**config.mk**
```make
export PLATFORM = sky130hd
export DESIGN_NAME = cpu_ctrl
export DESIGN_NICKNAME = d
export VERILOG_FILES = /design/src/rtl/cpu_ctrl.sv
export SDC_FILE = /design/constraint.sdc
export NUM_CORES = 1
export LEC_CHECK = 0
export CORE_ASPECT_RATIO = 1.2
export CORE_MARGIN = 5
export CORE_UTILIZATION = 35
export CTS_CLUSTER_DIAMETER = 150
export DETAILED_ROUTE_END_ITERATION = 16
export PLACE_DENSITY = 0.64
export SLEW_MARGIN = 15
export SYNTH_ARGS = -nofsm -noshare
export SYNTH_HDL_FRONTEND = slang
export SYNTH_SLANG_ARGS = --single-unit
```
**constraint.sdc**
```tcl
create_clock -name clk -period 3.2 [get_ports clk]
set_clock_uncertainty 0.05 [all_clocks]
set_input_delay 0.64 -clock clk [delete_from_list [all_inputs] [get_ports clk]]
set_output_delay 0.64 -clock clk [all_outputs]
set_load 0.05 [all_outputs]
```
**src/rtl/cpu_ctrl.sv**
```systemverilog
// cpu_ctrl: multi-cycle sequencer driving the 4x8 register file.
// Each instruction is fetched from a combinational ROM, decoded (operands
// latched from the register file), executed in an 8-bit ALU and written
// back. HALT stops the sequencer until start is seen again.
//
// start/busy: start is a level that is only looked at while the sequencer
// is parked (IDLE or HALT, busy=0). One sampled start launches execution
// at the current pc. While busy=1 start is ignored. done pulses for one
// cycle when HALT is entered.
module cpu_ctrl #(
    parameter int AW = 4
) (
    input  logic          clk,
    input  logic          rst_n,
    input  logic          start,
    output logic [AW-1:0] pc,
    input  logic [7:0]    instr,
    output logic [1:0]    n1,
    output logic [1:0]    n2,
    input  logic [7:0]    q1,
    input  logic [7:0]    q2,
    output logic [1:0]    nd,
    output logic [7:0]    di,
    output logic          reg_we,
    output logic          busy,
    output logic          done,
    output logic          zero,
    output logic          carry,
    output logic [2:0]    state_dbg
);

    typedef enum logic [2:0] {
        S_IDLE   = 3'd0,
        S_FETCH  = 3'd1,
        S_DECODE = 3'd2,
        S_EXEC   = 3'd3,
        S_WB     = 3'd4,
        S_HALT   = 3'd5
    } state_t;

    localparam logic [AW-1:0] PC_ONE = {{(AW-1){1'b0}}, 1'b1};

    state_t        state_q, state_d;
    logic [AW-1:0] pc_q, pc_d;
    logic [7:0]    ir_q, ir_d;
    logic [7:0]    a_q, a_d;
    logic [7:0]    b_q, b_d;
    logic [7:0]    y_q, y_d;
    logic          zero_q, zero_d;
    logic          carry_q, carry_d;
    logic          done_q, done_d;

    logic          instr_halt;
    logic          ir_halt;
    logic [7:0]    alu_y;
    logic          alu_c;

    // HALT is opcode 11 with rs2 = 11; every other 11 encoding is MOV.
    assign instr_halt = (instr[7:6] == 2'b11) && (instr[1:0] == 2'b11);
    assign ir_halt    = (ir_q[7:6] == 2'b11) && (ir_q[1:0] == 2'b11);

    // State register plus all datapath flops; async active-low reset.
    always_ff @(posedge clk or negedge rst_n) begin
        if (!rst_n) begin
            state_q <= S_IDLE;
            pc_q    <= '0;
            ir_q    <= 8'h00;
            a_q     <= 8'h00;
            b_q     <= 8'h00;
            y_q     <= 8'h00;
            zero_q  <= 1'b0;
            carry_q <= 1'b0;
            done_q  <= 1'b0;
        end else begin
            state_q <= state_d;
            pc_q    <= pc_d;
            ir_q    <= ir_d;
            a_q     <= a_d;
            b_q     <= b_d;
            y_q     <= y_d;
            zero_q  <= zero_d;
            carry_q <= carry_d;
            done_q  <= done_d;
        end
    end

    // Next-state logic of the sequencer.
    always_comb begin
        state_d = state_q;
        case (state_q)
            S_IDLE:   if (start) state_d = S_FETCH;
            S_FETCH:  state_d = S_DECODE;
            S_DECODE: state_d = ir_halt ? S_HALT : S_EXEC;
            S_EXEC:   state_d = S_WB;
            S_WB:     state_d = S_FETCH;
            S_HALT:   if (start) state_d = S_FETCH;
            default:  state_d = S_IDLE;
        endcase
    end

    // ALU: 9-bit add/subtract so bit 8 is carry (ADD) or borrow (SUB).
    always_comb begin
        alu_y = 8'h00;
        alu_c = 1'b0;
        case (ir_q[7:6])
            2'b00:   {alu_c, alu_y} = {1'b0, a_q} + {1'b0, b_q};
            2'b01:   {alu_c, alu_y} = {1'b0, a_q} - {1'b0, b_q};
            2'b10:   alu_y = a_q & b_q;
            default: alu_y = a_q;
        endcase
    end

    // Datapath register updates per state; HALT advances pc during its FETCH.
    always_comb begin
        pc_d    = pc_q;
        ir_d    = ir_q;
        a_d     = a_q;
        b_d     = b_q;
        y_d     = y_q;
        zero_d  = zero_q;
        carry_d = carry_q;
        done_d  = 1'b0;
        case (state_q)
            S_FETCH: begin
                ir_d = instr;
                if (instr_halt) pc_d = pc_q + PC_ONE;
            end
            S_DECODE: begin
                a_d    = q1;
                b_d    = q2;
                done_d = ir_halt;
            end
            S_EXEC: begin
                y_d     = alu_y;
                zero_d  = (alu_y == 8'h00);
                carry_d = alu_c;
            end
            S_WB:    pc_d = pc_q + PC_ONE;
            default: ;
        endcase
    end

    // Outputs: register-file ports come straight from ir and y in every state.
    always_comb begin
        pc        = pc_q;
        n1        = ir_q[3:2];
        n2        = ir_q[1:0];
        nd        = ir_q[5:4];
        di        = y_q;
        reg_we    = (state_q == S_WB);
        busy      = (state_q == S_FETCH) || (state_q == S_DECODE) ||
                    (state_q == S_EXEC)  || (state_q == S_WB);
        done      = done_q;
        zero      = zero_q;
        carry     = carry_q;
        state_dbg = state_q;
    end

endmodule

```
==> qor.yml, run 1 <==
boundaryPins: 53
grtUsageTotal_pct: 13.1
ys_warn_count: 0
clockRootBuffer: "clkbuf_8"
grt_max_degree: 43
hold_slack_ns: 0.425
firstDrtPassIters: 4
finalWeightedCongestion: 0.830
synth_ff_type: "dfrtp_1"
max_freq_mhz: 382
wl_per_cell_um: 14.5
cts.path.max_buffers: 2
antenna_found_initial: 0
ys_ff_latch: 42
fin_crit_ns: 2.62
slew_viol_final: 0
dp_hpwl_um: 4420
status: "complete, no violations"
critical_path_required_ns: 2.51
hold_path_class: "register to register"
seq_area_frac_synth_pct: 39.5
drc: 0
core_area_mm2: 0.00732
r2r_cells: 8
tightestPinTransition_ns: 0.934
r2r_end: "zero$_DFFE_PN0P_"
regToRegSetupSlack_ns: 0.70
hold_buffers: 0
netlist_top_cells_count: "dfrtp_1, mux2_2, nand2_1"
finalNetCount: 351
crit_type: "register to primary output"
dr_total_vias: 2048
gr-total-overflow: 0
cts_buffers: 5
startpoint: "state_dbg[0]$_DFFE_PN0P_"
setup_viol: 0
syn_area_mm2: 0.00266
syn_avg_cell_area_um2: 10.2
r2r-start: "b_q[1]$_DFFE_PN0P_"
insertion_delay_ns: 0.29
drt_wl_total_um: 5720
htree_levels: 2
rsz0062_at_grt: "false"
cts_setup_buffers: 0
synth_top_area_share_pct: 39.5
yosysMostFrequentCell: "dfrtp_1"
cp_max_fo: 9
crit_path_end_kind: "primary output"
dpl_cell_area_mm2: 0.00320
finalCritPeriodShare_pct: 81.8
final_area_mm2: 0.00331
cts_tree: "done"
synth_edf_count: 0
cp.arrival_ns: 1.93
synth_cells: 261
layout-drive-gt1-share_pct: 14.8
synthTopCellsByArea: "dfrtp_1, mux2_2, ha_1"
synth_largest_area_cell: "dfrtp_1"
synthArstFlopShare_pct: 100
drv_cap: 0
syn2layout_area_growth_pct: 24.4
port_buffers: 52
worstSetupStartpointType: "register"
vias_per_cell: 5.18
std_cell_rows: 34
antenna_left: 0
grt_pass1_vias: 2095
die_w_um: 89.6
clock_sinks: 42
ys_types: 55
setup_tns_ns: 0
fillCellCount: 734
cp-endpoint: "reg_we"
ctsResizeCount: 0
drt_first_iter_violations: 124
floorplan.initialDensity_pct: 36.4
grt_pass1_wl_um: 9890
utilization_pct: 45.2
syn_nets: 308
finalHoldViolCount: 0
diodes: 0
die-height_um: 106
max-slew-margin-rel_pct: 37.7
die_area_mm2: 0.00945
path_clk_slew_ns: 0.08
[stage by stage]
stage / setup WS, ns / cells
after global placement: 0.739 / 387
after global routing: 0.478 / 395
after floorplan: 0.692 / 261
final: 0.582 / 395
after detailed placement: 0.715 / 387
after CTS: 0.558 / 395
[how the worst min path moves through the flow]
stage | from | to | depth (start not counted)
after floorplan | rst_n | a_q[0]$_DFFE_PN0P_ | 0
after global placement | di[3]$_DFFE_PN0P_ | di[3]$_DFFE_PN0P_ | 2
after detailed placement | pc[3]$_DFFE_PN0P_ | pc[3]$_DFFE_PN0P_ | 1
after CTS | pc[3]$_DFFE_PN0P_ | pc[3]$_DFFE_PN0P_ | 1
after global routing | pc[3]$_DFFE_PN0P_ | pc[3]$_DFFE_PN0P_ | 1
final | pc[3]$_DFFE_PN0P_ | pc[3]$_DFFE_PN0P_ | 1
[placed cells by master, fill, tap and decap left out, types with 2 or more instances in the layout]
| cell | instances |
|---|---|
| a2111oi_0 | 2 |
| a211oi_1 | 6 |
| a21o_1 | 5 |
| a21oi_1 | 5 |
| a221o_1 | 2 |
| a31oi_1 | 2 |
| buf_4 | 4 |
| clkbuf_8 | 5 |
| clkdlybuf4s50_1 | 51 |
| clkinv_2 | 2 |
| dfrtp_1 | 42 |
| fa_1 | 2 |
| ha_1 | 18 |
| inv_1 | 11 |
| inv_2 | 2 |
| mux2_2 | 23 |
| mux2i_1 | 5 |
| nand2_1 | 21 |
| nand2b_1 | 5 |
| nand3_1 | 6 |
| nand4_1 | 2 |
| nor2_1 | 15 |
| nor2b_1 | 8 |
| nor3_1 | 4 |
| nor3b_1 | 2 |
| o211ai_1 | 2 |
| o21ai_0 | 16 |
| o21ai_1 | 3 |
| o31ai_1 | 3 |
| or2_2 | 2 |
| or3_1 | 2 |
| xnor2_1 | 3 |
[cell type report]
type                            count  area [µm²]  share of cell area, %
Timing Repair Buffer               56         546                   16.5
Clock inverter                      3        40.0                   1.21
Tap cell                           90         113                   3.40
Sequential cell                    42        1050                   31.8
Multi-Input combinational cell    186        1440                   43.6
Inverter                           13        48.8                   1.48
Clock buffer                        5        68.8                   2.08
[registers in the layout, indices dropped and copies added, names as in the netlist]
signal,flops
pc,4
done,1
carry,1
a_q,8
di,8
state_dbg,3
zero,1
ir_q,8
b_q,8
[critical path, cell delays in order, from the launching register on]
cell and delay [ns]:
dfrtp_1 0.48, nor2_1 0.19, and2_1 0.16, clkdlybuf4s50_1 0.80
[metal layers]
| layer | GRT usage, % | vias up | wire [µm] |
|---|---|---|---|
| li1 | - | 1014 | - |
| met1 | 17.4 | 984 | 2550 |
| met2 | 20.7 | 45 | 2800 |
| met3 | 3.90 | 5 | 302 |
| met4 | 3.40 | 0 | 68 |
| met5 | 0 | - | 0 |
[cell families (layout without fill, tap and decap cells)]
| group | Yosys count | after routing | synth area share [%] |
|---|---|---|---|
| adder cells (fa/ha/maj) | 20 | 20 | 9.97 |
| AO/OA/AOI/OAI | 59 | 59 | 16.4 |
| XOR/XNOR | 4 | 4 | 1.32 |
| flip-flops | 42 | 42 | 39.5 |
| buffers and inverters | 33 | 77 | 6.30 |
| AND/OR/NAND/NOR | 74 | 74 | 14.1 |
| multiplexers | 29 | 29 | 12.5 |
Power of run 1 is left out: the tool's default activity adds up to more than one toggle a clock period on the data nets, which glitch-free logic cannot reach.
==> run 2: changes to the inputs <==
--- a/config.mk
+++ b/config.mk
@@ -10,7 +10,7 @@
 export CORE_UTILIZATION = 35
 export CTS_CLUSTER_DIAMETER = 150
 export DETAILED_ROUTE_END_ITERATION = 16
-export PLACE_DENSITY = 0.64
+export PLACE_DENSITY = 0.66
 export SLEW_MARGIN = 15
 export SYNTH_ARGS = -nofsm -noshare
 export SYNTH_HDL_FRONTEND = slang
==> constraint.sdc (replaced) <==
create_clock -name clk -period 2.1 [get_ports clk]
set_clock_uncertainty 0.05 [all_clocks]
set_input_delay 0.42 -clock clk [delete_from_list [all_inputs] [get_ports clk]]
set_output_delay 0.42 -clock clk [all_outputs]
set_load 0.05 [all_outputs]
==> qor.yml, run 2 (synthesis gave the netlist of run 1 again) <==
status: "finished with violations"
violations: "negative setup slack"
crit_type: "register to register"
drt_first_iter_violations: 89  # -28%
grt_max_degree: 33  # -23%
hold_slack_ns: 0.129  # -0.296 ns
dp_hpwl_um: 5230  # +18%
drv_cap: 0  # unchanged
layout-drive-gt1-share_pct: 39.5  # +25 points
clock_sinks: 42  # unchanged
worstSetupStartpointType: "register"
drt_wl_total_um: 6900  # +21%
fillCellCount: 674  # -8.2%
antenna_found_initial: 0  # unchanged
grt_pass1_wl_um: 11200  # +13%
vias_per_cell: 5.10  # -1.7%
cts_tree: "done"
die_area_mm2: 0.00945  # unchanged
gr-total-overflow: 0  # unchanged
slowest_delay_ns: 0.43  # -0.37 ns
die-height_um: 106  # unchanged
core_area_mm2: 0.00732  # unchanged
std_cell_rows: 34  # unchanged
path_clk_slew_ns: 0.09  # about the same
layout_commonest_cell: "buf_4"
finalHoldViolCount: 0  # unchanged
rsz0062_at_grt: "true"
clockRootBuffer: "clkbuf_8"
htree_levels: 2  # unchanged
finalWeightedCongestion: 0.885  # +6.6%
cts.path.max_buffers: 2  # unchanged
cp.arrival_ns: 2.51  # +0.58 ns
finalNetCount: 398  # +13%
cp_max_fo: 3  # -6
syn2layout_area_growth_pct: 48.4
final_cell_mix: "buf_4, clkdlybuf4s50_1, dfrtp_1"
hold_path_class: "primary input to async pin"
fin_crit_ns: 2.36
final_area_mm2: 0.00395  # +19%
dpl_cell_area_mm2: 0.00353  # +10%
crit_path_end_kind: "register"
critPathSlowestCell: "dfrtp_1"
die_w_um: 89.6  # unchanged
finalCritPeriodShare_pct: 113
boundaryPins: 53  # unchanged
diodes: 0  # unchanged
setup_viol: 4  # +4
grtUsageTotal_pct: 14.8  # +1.7 points
port_buffers: 52  # unchanged
path_cells: "inv_2 -> buf_6 -> ha_4 -> nor2b_4 -> o211ai_1 -> a21oi_2 -> a221o_1 -> or3b_4 -> o41ai_2"
floorplan.initialDensity_pct: 36.4  # unchanged
antenna_left: 0  # unchanged
insertion_delay_ns: 0.30  # about the same
wl_per_cell_um: 15.6  # +7.8%
dr_total_vias: 2252  # +10%
drc: 0  # unchanged
max_freq_mhz: 423
grt_pass1_vias: 2309  # +10%
slew_viol_final: 0  # unchanged
tightestPinTransition_ns: 0.727  # -0.207 ns
cts_buffers: 5  # unchanged
utilization_pct: 54.0  # +8.7 points
hold_buffers: 0  # unchanged
worst_slack_ns: -0.263  # -0.845 ns
max-slew-margin-rel_pct: 51.6  # +14 points
firstDrtPassIters: 4  # unchanged
critical_path_required_ns: 2.25  # -0.26 ns
-- run 2: layout make-up --
| class | instances | area (µm²) | share of cell area (%) |
|---|---|---|---|
| inverters | 13 | 48.8 | 1.24 |
| clock buffers | 6 | 72.6 | 1.84 |
| clock inverters | 2 | 13.8 | 0.349 |
| repair buffers | 103 | 922 | 23.4 |
| multi-input cells | 186 | 1720 | 43.7 |
| well taps | 90 | 113 | 2.85 |
| flip-flops and latches | 42 | 1050 | 26.7 |
-- run 2: per-layer routing --
layer  wire length, µm  up-vias  global-route usage, %
met5                 0        -                      0
met4               120        0                   4.04
met3               250       11                   2.50
met2              3460       41                   24.0
met1              3070     1095                   20.2
li1                  -     1105                      -
-- run 2: worst max-delay path, delay by kind of cell (launching register included) --
family,cells,cell delay [ns]
AND/OR/NAND/NOR,2,0.42
buffers and inverters,2,0.22
adder cells (fa/ha/maj),1,0.13
flip-flops,1,0.43
AO/OA/AOI/OAI,4,1.01
-- run 2: metrics by stage --
stage / std cells / TNS [ns] / worst slack (ns)
final: 442 / -0.719 / -0.263
after global routing: 442 / -1.41 / -0.358
after CTS: 438 / -0.676 / -0.242
after detailed placement: 425 / -1.11 / -0.333
after global placement: 425 / -0.929 / -0.289
after floorplan: 261 / -0.247 / -0.124
-- run 2: what timing repair did --
action,in CTS,in global routing
setup buffers,5,4
setup endpoints to repair,7,8
pin swaps,9,16
gates resized for setup,21,37
-- run 2: path summary, 6_finish.rpt --
kind                            cells past startpoint            endpoint  slack [ns]               start
min in group clk                                    2   di[4]$_DFFE_PN0P_        0.44   di[4]$_DFFE_PN0P_
worst min-delay path                                1  a_q[2]$_DFFE_PN0P_        0.13               rst_n
worst min register to register                      2   di[4]$_DFFE_PN0P_        0.44   di[4]$_DFFE_PN0P_
worst max-delay path                                9    zero$_DFFE_PN0P_       -0.26  a_q[0]$_DFFE_PN0P_
max in group asynchronous                           2  b_q[6]$_DFFE_PN0P_        1.28               rst_n
worst max register to register                      9    zero$_DFFE_PN0P_       -0.26  a_q[0]$_DFFE_PN0P_
Power of run 2 is left out for the same reason.
